$ cat src/rtl/climate_ctrl_param.sv
// Incubator climate controller: debounced heat/idle/cool mode FSM with dwell lockout and N-level cooler speed.
// Optional build macro OVERTEMP_ALARM_EN adds ALARM_TH and overtemp_alarm_o, forcing full cooling while set.
module climate_ctrl_param #(
    parameter int TEMP_W     = 8,
    parameter int LEVELS     = 3,
    parameter int SPEED_W    = 4,
    parameter int HEAT_ON    = 15,
    parameter int HEAT_OFF   = 30,
    parameter int COOL_ON    = 35,
    parameter int COOL_OFF   = 25,
    parameter int STEP       = 5,
    parameter int SPEED_BASE = 4,
    parameter int SPEED_INC  = 2,
    parameter int DEBOUNCE   = 4,
    parameter int MIN_DWELL  = 16
`ifdef OVERTEMP_ALARM_EN
    ,
    parameter int ALARM_TH   = 50
`endif
) (
    input  logic                      clk,
    input  logic                      reset,
    input  logic signed [TEMP_W-1:0]  temperature_i,
    input  logic                      temp_valid_i,
    output logic                      heater_on_o,
    output logic                      cooler_on_o,
    output logic [SPEED_W-1:0]        cooler_speed_o,
    output logic [1:0]                mode_o,
    output logic [2:0]                level_o
`ifdef OVERTEMP_ALARM_EN
    ,
    output logic                      overtemp_alarm_o
`endif
);

    // state     | meaning
    // MODE_IDLE | neither heating nor cooling
    // MODE_COOL | fan running at level_q (1..LEVELS)
    // MODE_HEAT | heater on
    typedef enum logic [1:0] {
        MODE_IDLE = 2'b00,
        MODE_COOL = 2'b01,
        MODE_HEAT = 2'b10
    } mode_e;

    typedef enum logic [2:0] {
        C_NONE,
        C_TO_COOL,
        C_TO_HEAT,
        C_TO_IDLE,
        C_UP,
        C_DOWN
    } cand_e;

    // Debounce counter must hold DEBOUNCE+1 for the saturate-then-release case.
    localparam int DEB_W   = $clog2(DEBOUNCE + 2);
    localparam int DWELL_W = $clog2(MIN_DWELL + 2);
    localparam int SPD_MAX = (1 << SPEED_W) - 1;

    localparam logic [DEB_W-1:0]   DEB_MAX    = DEB_W'(DEBOUNCE);
    localparam logic [DWELL_W-1:0] DWELL_INIT = DWELL_W'(MIN_DWELL);
    localparam logic [2:0]         LEV_TOP    = 3'(LEVELS);

    localparam logic signed [TEMP_W-1:0] TH_HEAT_ON  = TEMP_W'(HEAT_ON);
    localparam logic signed [TEMP_W-1:0] TH_HEAT_OFF = TEMP_W'(HEAT_OFF);
    localparam logic signed [TEMP_W-1:0] TH_COOL_ON  = TEMP_W'(COOL_ON);
    localparam logic signed [TEMP_W-1:0] TH_COOL_OFF = TEMP_W'(COOL_OFF);

    function automatic logic signed [TEMP_W-1:0] thr(input int v);
        return TEMP_W'(v);
    endfunction

    function automatic logic [SPEED_W-1:0] speed_of(input logic [2:0] lv);
        int s;
        if (lv == 3'd0) return '0;
        s = SPEED_BASE + (int'(lv) - 1) * SPEED_INC;
        if (s > SPD_MAX) s = SPD_MAX;
        if (s < 0) s = 0;
        return SPEED_W'(s);
    endfunction

    mode_e               mode_q, mode_d;
    logic [2:0]          level_q, level_d;
    logic [DEB_W-1:0]    deb_q, deb_d;
    cand_e               cand_q, cand_d;
    logic [DWELL_W-1:0]  dwell_q, dwell_d;
    logic                heater_q, cooler_q;
    logic [SPEED_W-1:0]  speed_q;

    cand_e                     cand;
    logic signed [TEMP_W-1:0]  up_th, dn_th;
    logic                      is_mode_cand;
    logic                      blocked;
    logic                      fire;
    logic                      normal_en;
    logic [DEB_W-1:0]          n_cnt;

`ifdef OVERTEMP_ALARM_EN
    localparam logic signed [TEMP_W-1:0] TH_ALARM_SET = TEMP_W'(ALARM_TH);
    localparam logic signed [TEMP_W-1:0] TH_ALARM_CLR = TEMP_W'(ALARM_TH - STEP);

    logic              alarm_q, alarm_d;
    logic [DEB_W-1:0]  acnt_q, acnt_d;
    logic              acond;
    logic [DEB_W-1:0]  an_cnt;
`endif

    always_comb begin
        cand  = C_NONE;
        up_th = thr(COOL_ON + int'(level_q) * STEP);
        dn_th = thr(COOL_ON + (int'(level_q) - 2) * STEP);

        // Mode candidates are tested first so they win over level steps.
        case (mode_q)
            MODE_IDLE: begin
                if (temperature_i > TH_COOL_ON)      cand = C_TO_COOL;
                else if (temperature_i < TH_HEAT_ON) cand = C_TO_HEAT;
            end
            MODE_HEAT: begin
                if (temperature_i > TH_HEAT_OFF) cand = C_TO_IDLE;
            end
            MODE_COOL: begin
                if (level_q == 3'd1 && temperature_i < TH_COOL_OFF)   cand = C_TO_IDLE;
                else if (level_q < LEV_TOP && temperature_i > up_th)  cand = C_UP;
                else if (level_q > 3'd1 && temperature_i < dn_th)     cand = C_DOWN;
            end
            default: cand = C_NONE;
        endcase

        is_mode_cand = (cand == C_TO_COOL) || (cand == C_TO_HEAT) || (cand == C_TO_IDLE);
        blocked      = is_mode_cand && (dwell_q != '0);
        n_cnt        = (cand == cand_q && deb_q != '0) ? deb_q + 1'b1 : DEB_W'(1);
        fire         = temp_valid_i && (cand != C_NONE) && !blocked && (n_cnt >= DEB_MAX);

        mode_d  = mode_q;
        level_d = level_q;
        deb_d   = deb_q;
        cand_d  = cand_q;
        dwell_d = (dwell_q == '0) ? '0 : dwell_q - 1'b1;

`ifdef OVERTEMP_ALARM_EN
        alarm_d = alarm_q;
        acnt_d  = acnt_q;
        acond   = alarm_q ? (temperature_i < TH_ALARM_CLR) : (temperature_i > TH_ALARM_SET);
        an_cnt  = acnt_q + 1'b1;
        if (temp_valid_i) begin
            if (!acond) begin
                acnt_d = '0;
            end else if (an_cnt >= DEB_MAX) begin
                acnt_d  = '0;
                alarm_d = !alarm_q;
            end else begin
                acnt_d = an_cnt;
            end
        end
        normal_en = !alarm_q;
`else
        normal_en = 1'b1;
`endif

        if (temp_valid_i && normal_en) begin
            if (cand == C_NONE) begin
                deb_d  = '0;
                cand_d = C_NONE;
            end else if (fire) begin
                deb_d  = '0;
                cand_d = C_NONE;
                case (cand)
                    C_TO_COOL: begin
                        mode_d  = MODE_COOL;
                        level_d = 3'd1;
                    end
                    C_TO_HEAT: begin
                        mode_d  = MODE_HEAT;
                        level_d = 3'd0;
                    end
                    C_TO_IDLE: begin
                        mode_d  = MODE_IDLE;
                        level_d = 3'd0;
                    end
                    C_UP:      level_d = level_q + 3'd1;
                    C_DOWN:    level_d = level_q - 3'd1;
                    default:   level_d = level_q;
                endcase
            end else begin
                deb_d  = (blocked && n_cnt > DEB_MAX) ? DEB_MAX : n_cnt;
                cand_d = cand;
            end
        end

`ifdef OVERTEMP_ALARM_EN
        // Alarm overrides the normal FSM and ignores dwell.
        if (alarm_d) begin
            mode_d  = MODE_COOL;
            level_d = LEV_TOP;
            deb_d   = '0;
            cand_d  = C_NONE;
        end
`endif

        if (mode_d != mode_q) dwell_d = DWELL_INIT;
    end

    always_ff @(posedge clk) begin
        if (reset) begin
            mode_q   <= MODE_IDLE;
            level_q  <= '0;
            deb_q    <= '0;
            cand_q   <= C_NONE;
            dwell_q  <= DWELL_INIT;
            heater_q <= 1'b0;
            cooler_q <= 1'b0;
            speed_q  <= '0;
        end else begin
            mode_q   <= mode_d;
            level_q  <= level_d;
            deb_q    <= deb_d;
            cand_q   <= cand_d;
            dwell_q  <= dwell_d;
            heater_q <= (mode_d == MODE_HEAT);
            cooler_q <= (mode_d == MODE_COOL);
            speed_q  <= speed_of(level_d);
        end
    end

`ifdef OVERTEMP_ALARM_EN
    always_ff @(posedge clk) begin
        if (reset) begin
            alarm_q <= 1'b0;
            acnt_q  <= '0;
        end else begin
            alarm_q <= alarm_d;
            acnt_q  <= acnt_d;
        end
    end

    assign overtemp_alarm_o = alarm_q;
`endif

    assign heater_on_o    = heater_q;
    assign cooler_on_o    = cooler_q;
    assign cooler_speed_o = speed_q;
    assign mode_o         = mode_q;
    assign level_o        = level_q;

endmodule

$ cat config.mk
export PLATFORM = sky130hd
export DESIGN_NAME = climate_ctrl_param
export DESIGN_NICKNAME = d
export VERILOG_FILES = /design/src/rtl/climate_ctrl_param.sv
export SDC_FILE = /design/constraint.sdc
export NUM_CORES = 1
export LEC_CHECK = 0
export CAP_MARGIN = 20
export CELL_PAD_IN_SITES_DETAIL_PLACEMENT = 1
export CELL_PAD_IN_SITES_GLOBAL_PLACEMENT = 1
export CORE_UTILIZATION = 47
export CTS_CLUSTER_SIZE = 24
export DETAILED_ROUTE_END_ITERATION = 10
export PLACE_DENSITY = 0.87
export SYNTH_ARGS = -nofsm -noshare
export SYNTH_HDL_FRONTEND = slang
export SYNTH_SLANG_ARGS = --single-unit
$ cat constraint.sdc
create_clock -name clk -period 10.25 [get_ports clk]
set_input_delay 1.5375 -clock clk [delete_from_list [all_inputs] [get_ports clk]]
set_output_delay 1.5375 -clock clk [all_outputs]
set_load 0.005 [all_outputs]
==> impl_metrics.ini, run 1 <==
[layout]
nets = 331
antennaDiodeCount = 0
syn2layout_area_growth_pct = 12.98
final_util_pct = 56.11
layout-drive-gt1-share_pct = 7.168

[sta]
max_freq_mhz = 168.0
rsz0062_at_grt = false
slew_headroom_pct = 59.81
finalCritPeriodShare_pct = 58.08
worst_slew_pin_slew_ns = 0.5935
final_max_slew_viol_count = 0
tns_ns = 0
final-hold-violation-count = 0
setup_violations = 0
fin_crit_ns = 5.954
fin_skew_ns = 0.006129

[cts]
cts_tree = done
cts_buffers = 3
post_cts_buffers = 0
clkTransAtPathRegs_ns = 0.07
clock_sinks = 22
cts-htree-levels = 1
clock_latency_ns = 0.26
postCtsHoldBufs = 0
cts_root_buf = clkbuf_8
cts_resized = 0
cts_max_path_buffers = 2

[floorplanning]
initial_core_util_pct = 49.66
die-area_um2 = 4974
die_y_um = 70.53
die_width_um = 70.53
core_area_um2 = 4444
rows = 24
pin_count = 22

[drt]
wl_per_cell_um = 17.46
via_per_inst = 5.915
route.met2.wl_um = 2697
routed.top_layer = met4
first_pass_iters = 4
wl_met3_um = 188
wl_um = 5778
final_antenna_net_count = 0
drt_iter0_drc = 153
wl_met1_um = 2872
route.detailed.drc = 0
vias = 1958

[setup_path]
cp_slowest_stage_delay_ns = 0.56
critPathSlowestCell = dfxtp_1
cp-start-kind = register
end_kind = register
required_ns = 10.37
cp_top_family = compound AO/OA/AOI/OAI gates
cp.arrival_ns = 6.08
cpMostUsedCell = ha_1
critical_path_class = register to register
crit_buf_inv = 2
worstPathMaxFanout = 11
crit_chain = inv_1, ha_1, inv_1, ha_1, ha_1, ha_1, a31oi_1, xnor2_1, ha_1, and4_1, a221oi_2, nand3b_1, o21ai_1, and2b_1, o221ai_2, nor3_1, a21oi_1, ha_1, nor2b_1, o311ai_1, a22oi_1

[pwr]
ir_worst_vdd_v = 0.00009375
p_total_mw = 0.2057
leakagePower_nw = 1.008
power_density_nw_per_um2 = 82.51

[job]
drv_cap = 0

[logic_synthesis]
ys_ff_latch = 22
synth_area_leaders = ha_1 (20%), dfxtp_1 (20%), inv_1 (4.1%), a21oi_1 (3.4%), nand2_1 (3.2%)
yosys_most_used_dff = dfxtp_1
ys_warn_count = 0
yosysUniqueCellTypes = 62
synth_area_um2 = 2207
synthCells = 259
yosys.area.top_type = ha_1
synth_top_area_share_pct = 20.41
synth_edf_count = 0
async_flop_share_pct = 0
ys_seq_area_share_pct = 19.95
syn_avg_cell_area_um2 = 8.522
syn-num-nets = 309

[placement]
io_buffers = 21
dpl.hpwl_um = 4620
gp_congestion = 0.8566

[global_routing]
first_global_vias = 2035
grt_max_degree = 17
antenna_found_initial = 0
grt_pass1_wl_um = 9956
track_usage_pct = 25.14
grt_overflow_total = 0

[run_status]
status = finished clean

[min_path]
min_path_type = register to register
-- report_power, final --
part / total [mW] / internal, mW / leakage [nW] / switching, mW
registers: 0.101 / 0.0937 / 0.179 / 0.00712
logic: 0.0516 / 0.0233 / 0.808 / 0.0283
clock network: 0.0533 / 0.0262 / 0.0216 / 0.0271
total: 0.206 / 0.143 / 1.01 / 0.0625
-- registers in the layout (all words and copies together) (netlist names) --
signal	count
cand_q	3
level_o	3
heater_on_o	1
dwell_q	5
cooler_speed_o	4
cooler_on_o	1
mode_o	2
deb_q	3
-- cell families after synthesis --
| group | after synthesis | synth area share, % |
|---|---|---|
| AND/OR/NAND/NOR | 84 | 20.52 |
| AO/OA/AOI/OAI | 73 | 25.74 |
| adder cells (fa/ha/maj) | 39 | 23.13 |
| buffers and inverters | 28 | 5.442 |
| flip-flops | 22 | 19.95 |
| XOR/XNOR | 12 | 4.762 |
| multiplexers | 1 | 0.4535 |
-- metal layers --
metal | up-vias | global-route usage [%]
met5 | - | 0
met4 | 0 | 3.628
met3 | 2 | 3.752
met2 | 33 | 40.88
met1 | 934 | 35.92
li1 | 989 | -
-- placed cells by master (no fill, tap or decap), types with 5 or more instances in the layout --
cell type         n
nand3_1           5
dfxtp_1          22
nor3_1            8
ha_1             36
nand2b_1          6
a21oi_1          15
o21ai_0           6
xor2_1            5
nor2b_1           9
nor2_1           19
nand2_1          19
a31oi_1           6
clkdlybuf4s50_1  21
inv_1            24
xnor2_1           7
-- final cells by class --
cell class / count / area [um^2]
clock buffer: 3 / 41.29
fill: 548 / 1951
inverter: 24 / 90.09
multi-input combinational: 209 / 1647
sequential: 22 / 440.4
tap: 52 / 65.06
timing repair buffer: 21 / 210.2
-- synthesized netlist by cell type, types with 2 or more instances --
library cell	n
nand3_1	5
buf_6	2
clkbuf_1	2
o21ai_0	6
o21ai_1	3
o31ai_1	2
and4_1	2
a211oi_1	2
nand2_1	19
ha_1	36
nand4_1	3
nor2b_1	9
o211ai_1	3
xnor2_1	7
o21bai_1	2
a21oi_1	15
o2111ai_1	2
o221a_2	2
nand2b_1	6
nor2_1	19
a21o_1	3
fa_1	3
inv_1	24
a31oi_1	6
dfxtp_1	22
and2_1	3
xor2_1	5
a32oi_1	3
o211a_1	2
o31a_1	2
nor3_1	8
-- worst paths after layout --
check	depth (start not counted)	to	slack, ns	start
max	21	cooler_speed_o[0]	4.30	level_o[1]
min	1	dwell_q[0]	0.47	dwell_q[0]
min reg2reg	1	dwell_q[0]	0.47	dwell_q[0]
max reg2reg	21	cooler_speed_o[0]	4.30	level_o[1]
-- stage by stage --
| stage | std cells | worst slack [ns] | hold slack (ns) | cell area (um^2) |
|---|---|---|---|---|
| floorplan | 259 | 5.176 | 0.4133 | 2207 |
| global placement | 328 | 4.524 | 0.4281 | 2452 |
| detailed placement | 328 | 4.471 | 0.4440 | 2452 |
| CTS | 331 | 4.363 | 0.4786 | 2494 |
| global route | 331 | 3.916 | 0.4822 | 2494 |
| finish | 331 | 4.296 | 0.4677 | 2494 |
No activity file was read; power rests on OpenSTA's default activity.
==> run 2: changes to the inputs <==
--- a/config.mk
+++ b/config.mk
@@ -8,10 +8,10 @@
 export CAP_MARGIN = 20
 export CELL_PAD_IN_SITES_DETAIL_PLACEMENT = 1
 export CELL_PAD_IN_SITES_GLOBAL_PLACEMENT = 1
-export CORE_UTILIZATION = 47
+export CORE_UTILIZATION = 39
 export CTS_CLUSTER_SIZE = 24
 export DETAILED_ROUTE_END_ITERATION = 10
-export PLACE_DENSITY = 0.87
+export PLACE_DENSITY = 0.77
 export SYNTH_ARGS = -nofsm -noshare
 export SYNTH_HDL_FRONTEND = slang
 export SYNTH_SLANG_ARGS = --single-unit
==> constraint.sdc (replaced) <==
create_clock -name clk -period 5.1 [get_ports clk]
set_input_delay 0.765 -clock clk [delete_from_list [all_inputs] [get_ports clk]]
set_output_delay 0.765 -clock clk [all_outputs]
set_load 0.005 [all_outputs]
==> impl_metrics.ini, run 2 (synthesis gave the netlist of run 1 again) <==
[pwr]
leakagePower_nw = 1.140
ir_worst_vdd_v = 0.0001146
power_density_nw_per_um2 = 154.3

[setup_path]
required_ns = 5.29
path_depth = 23
cp.arrival_ns = 5.23
rr_worst_depth = 23
crit_chain = inv_2, fa_1, inv_1, ha_1, a21oi_2, o21ai_1, mux2i_1, ha_1, buf_4, a21oi_1, a31oi_1, and3b_2, o211ai_4, a31oi_4, o211a_1, a21oi_1, a21oi_4, ha_2, nor2b_4, nor3_2, o21ai_1, o311ai_4, a32oi_1
critical_path_class = register to register
worstPathMaxFanout = 5
cp_top_family = compound AO/OA/AOI/OAI gates
cp_slowest_stage_delay_ns = 0.54
end_kind = register
cp-start-kind = register
critPathSlowestCell = fa_1
crit_buf_inv = 3

[sta]
setup_ws_ns = 0.05699
slew_headroom_pct = 55.75
fin_crit_ns = 5.043
final_max_slew_viol_count = 0
finalCritPeriodShare_pct = 98.88
fin_skew_ns = 0.003857
tns_ns = 0
setup_violations = 0
worst_slew_pin_slew_ns = 0.6609
final-hold-violation-count = 0
whs_ns = 0.4589
max_freq_mhz = 198.3

[min_path]
min_path_type = register to register
holdPathStages = 1

[run_status]
status = finished clean

[cts]
cts-htree-levels = 1
clkTransAtPathRegs_ns = 0.08
postCtsHoldBufs = 0
cts_max_path_buffers = 2
cts_buffers = 3
cts_tree = done
cts_root_buf = clkbuf_8
clock_latency_ns = 0.27
clock_sinks = 22

[floorplanning]
die_width_um = 77.23
core_area_um2 = 5473
rows = 27
die-area_um2 = 5964
initial_core_util_pct = 40.33
die_y_um = 77.23
pin_count = 22

[placement]
io_buffers = 21
dpl.hpwl_um = 5045
gp_congestion = 0.8384
dp_slack_ns = -0.2317

[global_routing]
grt_max_degree = 17
track_usage_pct = 21.98
first_global_vias = 2197
grt_overflow_total = 0
antenna_found_initial = 0
grt_pass1_wl_um = 10490

[layout]
nets = 348
largest_reg_flops = 5
antennaDiodeCount = 0
syn2layout_area_growth_pct = 29.76
fillCellCount = 652
layout-drive-gt1-share_pct = 21.21
layout_commonest_cell = ha_1
final_cell_mix = ha_1 (30), inv_1 (23), clkdlybuf4s50_1 (21)
regMostFlops = dwell_q

[drt]
first_pass_iters = 4
vias = 2134
wl_per_cell_um = 18.66
drt_iter0_drc = 127
final_antenna_net_count = 0
wl_um = 6885
via_per_inst = 5.783
route.detailed.drc = 0

[job]
drv_cap = 0
-- run 2: cell count changes in the layout (fill, tap and decap cells not counted), moves of 3 or more --
cell | previous run | this run
a21oi_1 | 15 | 12
buf_4 | 0 | 17
ha_1 | 36 | 30
ha_2 | 0 | 3
ha_4 | 0 | 3
o21ai_0 | 6 | 3
-- run 2: final cells by class --
type                    instances  area, um^2  share of cell area, %
clock buffers                   4       55.05                  1.922
inverters                      24       90.09                  3.145
multi-input cells             209        1846                  64.44
flip-flops and latches         22       445.4                  15.55
well taps                      72       90.09                  3.145
repair buffers                 38       337.8                  11.80
-- run 2: power breakdown --
part | leakage (nW) | internal, mW | switching, mW | total (mW)
combinational | 0.931 | 0.0521 | 0.0627 | 0.115
sequential | 0.180 | 0.188 | 0.0108 | 0.199
clock | 0.0288 | 0.0690 | 0.0597 | 0.129
-- run 2: final timing paths --
| check | slack (ns) | from | to |
|---|---|---|---|
| worst max-delay path | 0.06 | level_o[2] | cooler_speed_o[3] |
| worst min-delay path | 0.46 | dwell_q[0] | dwell_q[0] |
| worst max register to register | 0.06 | level_o[2] | cooler_speed_o[3] |
| worst min register to register | 0.46 | dwell_q[0] | dwell_q[0] |
-- run 2: repair_timing --
action	4_1_cts	5_1_grt
pin swaps	2	15
setup buffers	1	7
setup endpoints to repair	4	4
resized for setup	6	33
gates cloned	0	0
-- run 2: layer usage --
metal | wire (um) | global-route usage [%]
met5 | 0 | 0
met1 | 2941 | 26.49
met3 | 115 | 2.857
met2 | 3649 | 41.68
met4 | 178 | 3.019
-- run 2: stage by stage --
step / cell area (um^2) / util (%) / total power [mW] / cells
floorplan: 2207 / - / 0.2741 / 259
global placement: 2545 / 46.50 / 0.3033 / 357
detailed placement: 2545 / 46.50 / 0.3083 / 357
CTS: 2639 / 48.22 / 0.4368 / 362
global route: 2864 / 52.33 / 0.4691 / 369
finish: 2864 / 52.33 / 0.4420 / 369
==> run 3: changes to the inputs <==
--- a/config.mk
+++ b/config.mk
@@ -9,6 +9,7 @@
 export CELL_PAD_IN_SITES_DETAIL_PLACEMENT = 1
 export CELL_PAD_IN_SITES_GLOBAL_PLACEMENT = 1
 export CORE_UTILIZATION = 39
+export CTS_CLUSTER_DIAMETER = 120
 export CTS_CLUSTER_SIZE = 24
 export DETAILED_ROUTE_END_ITERATION = 10
 export PLACE_DENSITY = 0.77
==> results of run 3 <==
Final layout, timing and power as in run 2 (identical DEF).
==> RTL change: new RTL, config.mk and constraints of run 3 <==
The option `OVERTEMP_ALARM_EN` is turned on by a define.
--- a/src/rtl/climate_ctrl_param.sv
+++ b/src/rtl/climate_ctrl_param.sv
@@ -1,5 +1,7 @@
 // Incubator climate controller: debounced heat/idle/cool mode FSM with dwell lockout and N-level cooler speed.
 // Optional build macro OVERTEMP_ALARM_EN adds ALARM_TH and overtemp_alarm_o, forcing full cooling while set.
+`define OVERTEMP_ALARM_EN
+
 module climate_ctrl_param #(
     parameter int TEMP_W     = 8,
     parameter int LEVELS     = 3,
Behaviour (old outputs only; new: overtemp_alarm_o): not the same (a bounded check fails within 10 cycles, from zero or initial values and one cycle with reset high).
==> RTL change against run 3 <==
The run now ends with setup timing left. Wire length rose by 18%. Worst setup slack got worse by 360 ps. Critical path depth rose by 2. First-iteration DRC count rose by 20%. Final area rose by 21%. Power rose by 21%. Count of clock-buffer cells in the layout did not move. Final cell count rose by 20%. Combinational power rose by 25%. Sequential cell count rose by 4. Via count rose by 19%. Synthesized area rose by 13%.
==> RTL change: results (changes against run 3) <==
Post-Syn Nets=358 (+16%); final worst slack=-300 ps (-356 ps); Leak Pwr=0.00143 uW (+25%); setup TNS=-741 ps (-741 ps); final setup fails=4 (+4); Routability Congestion=0.904 (+7.8%); gr usage total=24.3% (+2.3 points); final count of hold timing violations=0 (unchanged); r2r worst-path depth=25 (+8.7%); Worst Skew=4.87 ps (+1.01 ps); final WL=8140 um (+18%); via count=2534 (+19%); outcome=finished, violations left; root buffer cell=clkbuf_8; worst vdd ir=130 uV (+13%); DRT iter0 DRCs=152 (+20%); pin count of the biggest net entering global routing=16 (-1); fin nets=419 (+20%); ys flop type=dfxtp_1; Synth top cells by count=ha_1 (37), nor2_1 (31), dfxtp_1 (26), nand2_1 (26), inv_1 (23); critical path peak fanout=4 (-1); Clock Latency Late Sink=280 ps; DR pass1 iterations=4 (unchanged); violated checks=setup timing; layout cell share with drive strength beyond 1=28.1% (+6.9 points); final antenna diode count=0 (unchanged); register area share after synthesis=20.9% (+0.98 points); detailed-placement wirelength estimate=5970 um (+18%); TritonCTS buffer count=3 (unchanged); Ys Warns=0 (unchanged); initial antenna violation count=0 (unchanged); Reg-to-Reg Start=level_o[1]; vias in the first global route=2642 (+20%); Synth area leaders=dfxtp_1 (21%), ha_1 (19%), nor2_1 (4.7%); first-pass GRT wire length=12400 um (+19%); worst hold path type=register to register; I/O Buffers=22 (+4.8%); Relative slew margins=38.7% (-17 points); Clk pin slew, worst setup/hold paths=100 ps (+20 ps); Unique masters post-synth=58 (-6.5%); Largest register FFs=5 (unchanged)
-- RTL change: changes by cell type in the layout (fill, tap and decap cells not counted), sizes merged, moves of 5 or more --
cell	before	now
buf	17	43
a21oi	15	22
nor2	19	31
nor2b	9	4
mux2i	1	7
nand2	19	26
-- RTL change: final cells by class --
cell class,count,area [um^2]
repair buffers,65,551
clock buffers,4,66.3
fillers,701,2560
multi-input cells,248,2130
flip-flops and latches,26,529
well taps,75,93.8
inverters,24,96.3
-- RTL change: power breakdown --
group | switching, uW | leakage [uW] | internal (uW) | total [uW]
clock network | 71.2 | 0.0000339 | 85.6 | 157
logic | 77.9 | 0.00118 | 65.7 | 144
registers | 13.8 | 0.000214 | 219 | 233
-- RTL change: through the flow --
step / instance area (um^2) / std cells / hold slack, ps / setup slack [ps]
after floorplan: 2620 / 307 / 413 / -306
after global placement: 3170 / 433 / 430 / -293
after detailed placement: 3170 / 433 / 439 / -546
after CTS: 3340 / 440 / 456 / -121
after global routing: 3460 / 442 / 492 / -503
final: 3460 / 442 / 451 / -300
-- RTL change: per-layer routing --
metal	vias up	part of all wire, %	track usage, %
met2	26	52	44.4
met3	10	1.9	3.89
li1	1235	-	-
met5	-	0	0
met4	0	1.3	7.19
met1	1263	45	28.8
-- RTL change: timing repair --
action / 4_1_cts / 5_1_grt
endpoints found under the setup margin: 4 / 4
hold endpoints to repair: 0 / 0
hold buffers: 0 / 0
pin swaps: 17 / 19
buffers inserted: 3 / 2
resized for setup: 17 / 25
-- RTL change: how the worst max path moves through the flow --
stage / to / slack, ps / start / depth (start not counted)
3_5_place_dp: cooler_speed_o[0] / -550 / level_o[0] / 24
4_1_cts: cooler_speed_o[2] / -120 / level_o[1] / 23
3_3_place_gp: cooler_speed_o[2] / -290 / level_o[0] / 24
2_1_floorplan: cooler_speed_o[2] / -310 / level_o[1] / 26
6_report: cooler_speed_o[3] / -300 / level_o[1] / 25
5_1_grt: cooler_speed_o[3] / -500 / level_o[1] / 27
-- RTL change: cell families (layout without fill, tap and decap cells) --
kind of cell	after synthesis	in the layout	synth area share [%]
adders and majority gates	40	40	21.0
DFF	26	26	20.9
muxes	7	7	2.82
and+or+nand+nor	106	106	22.1
AOI/OAI and AO/OA	80	80	22.5
buffers and inverters	33	93	5.28
xor gates and xnor gates	15	15	5.28
-- RTL change: critical path: stages, from the launching register on --
cell	delay, ps
dfxtp_4	400
clkinvlp_4	120
ha_4	290
inv_4	40
ha_4	150
ha_4	150
ha_4	280
nand2_1	50
o21ai_1	140
mux2i_1	100
ha_1	190
nor2_1	110
mux2i_1	90
or4_4	540
o31ai_4	260
nand3_2	120
a221oi_4	370
nand4_4	160
a211oi_4	410
ha_4	270
inv_2	100
a21oi_1	110
a22o_1	220
a21oi_2	200
o21ai_4	120
a211oi_1	300
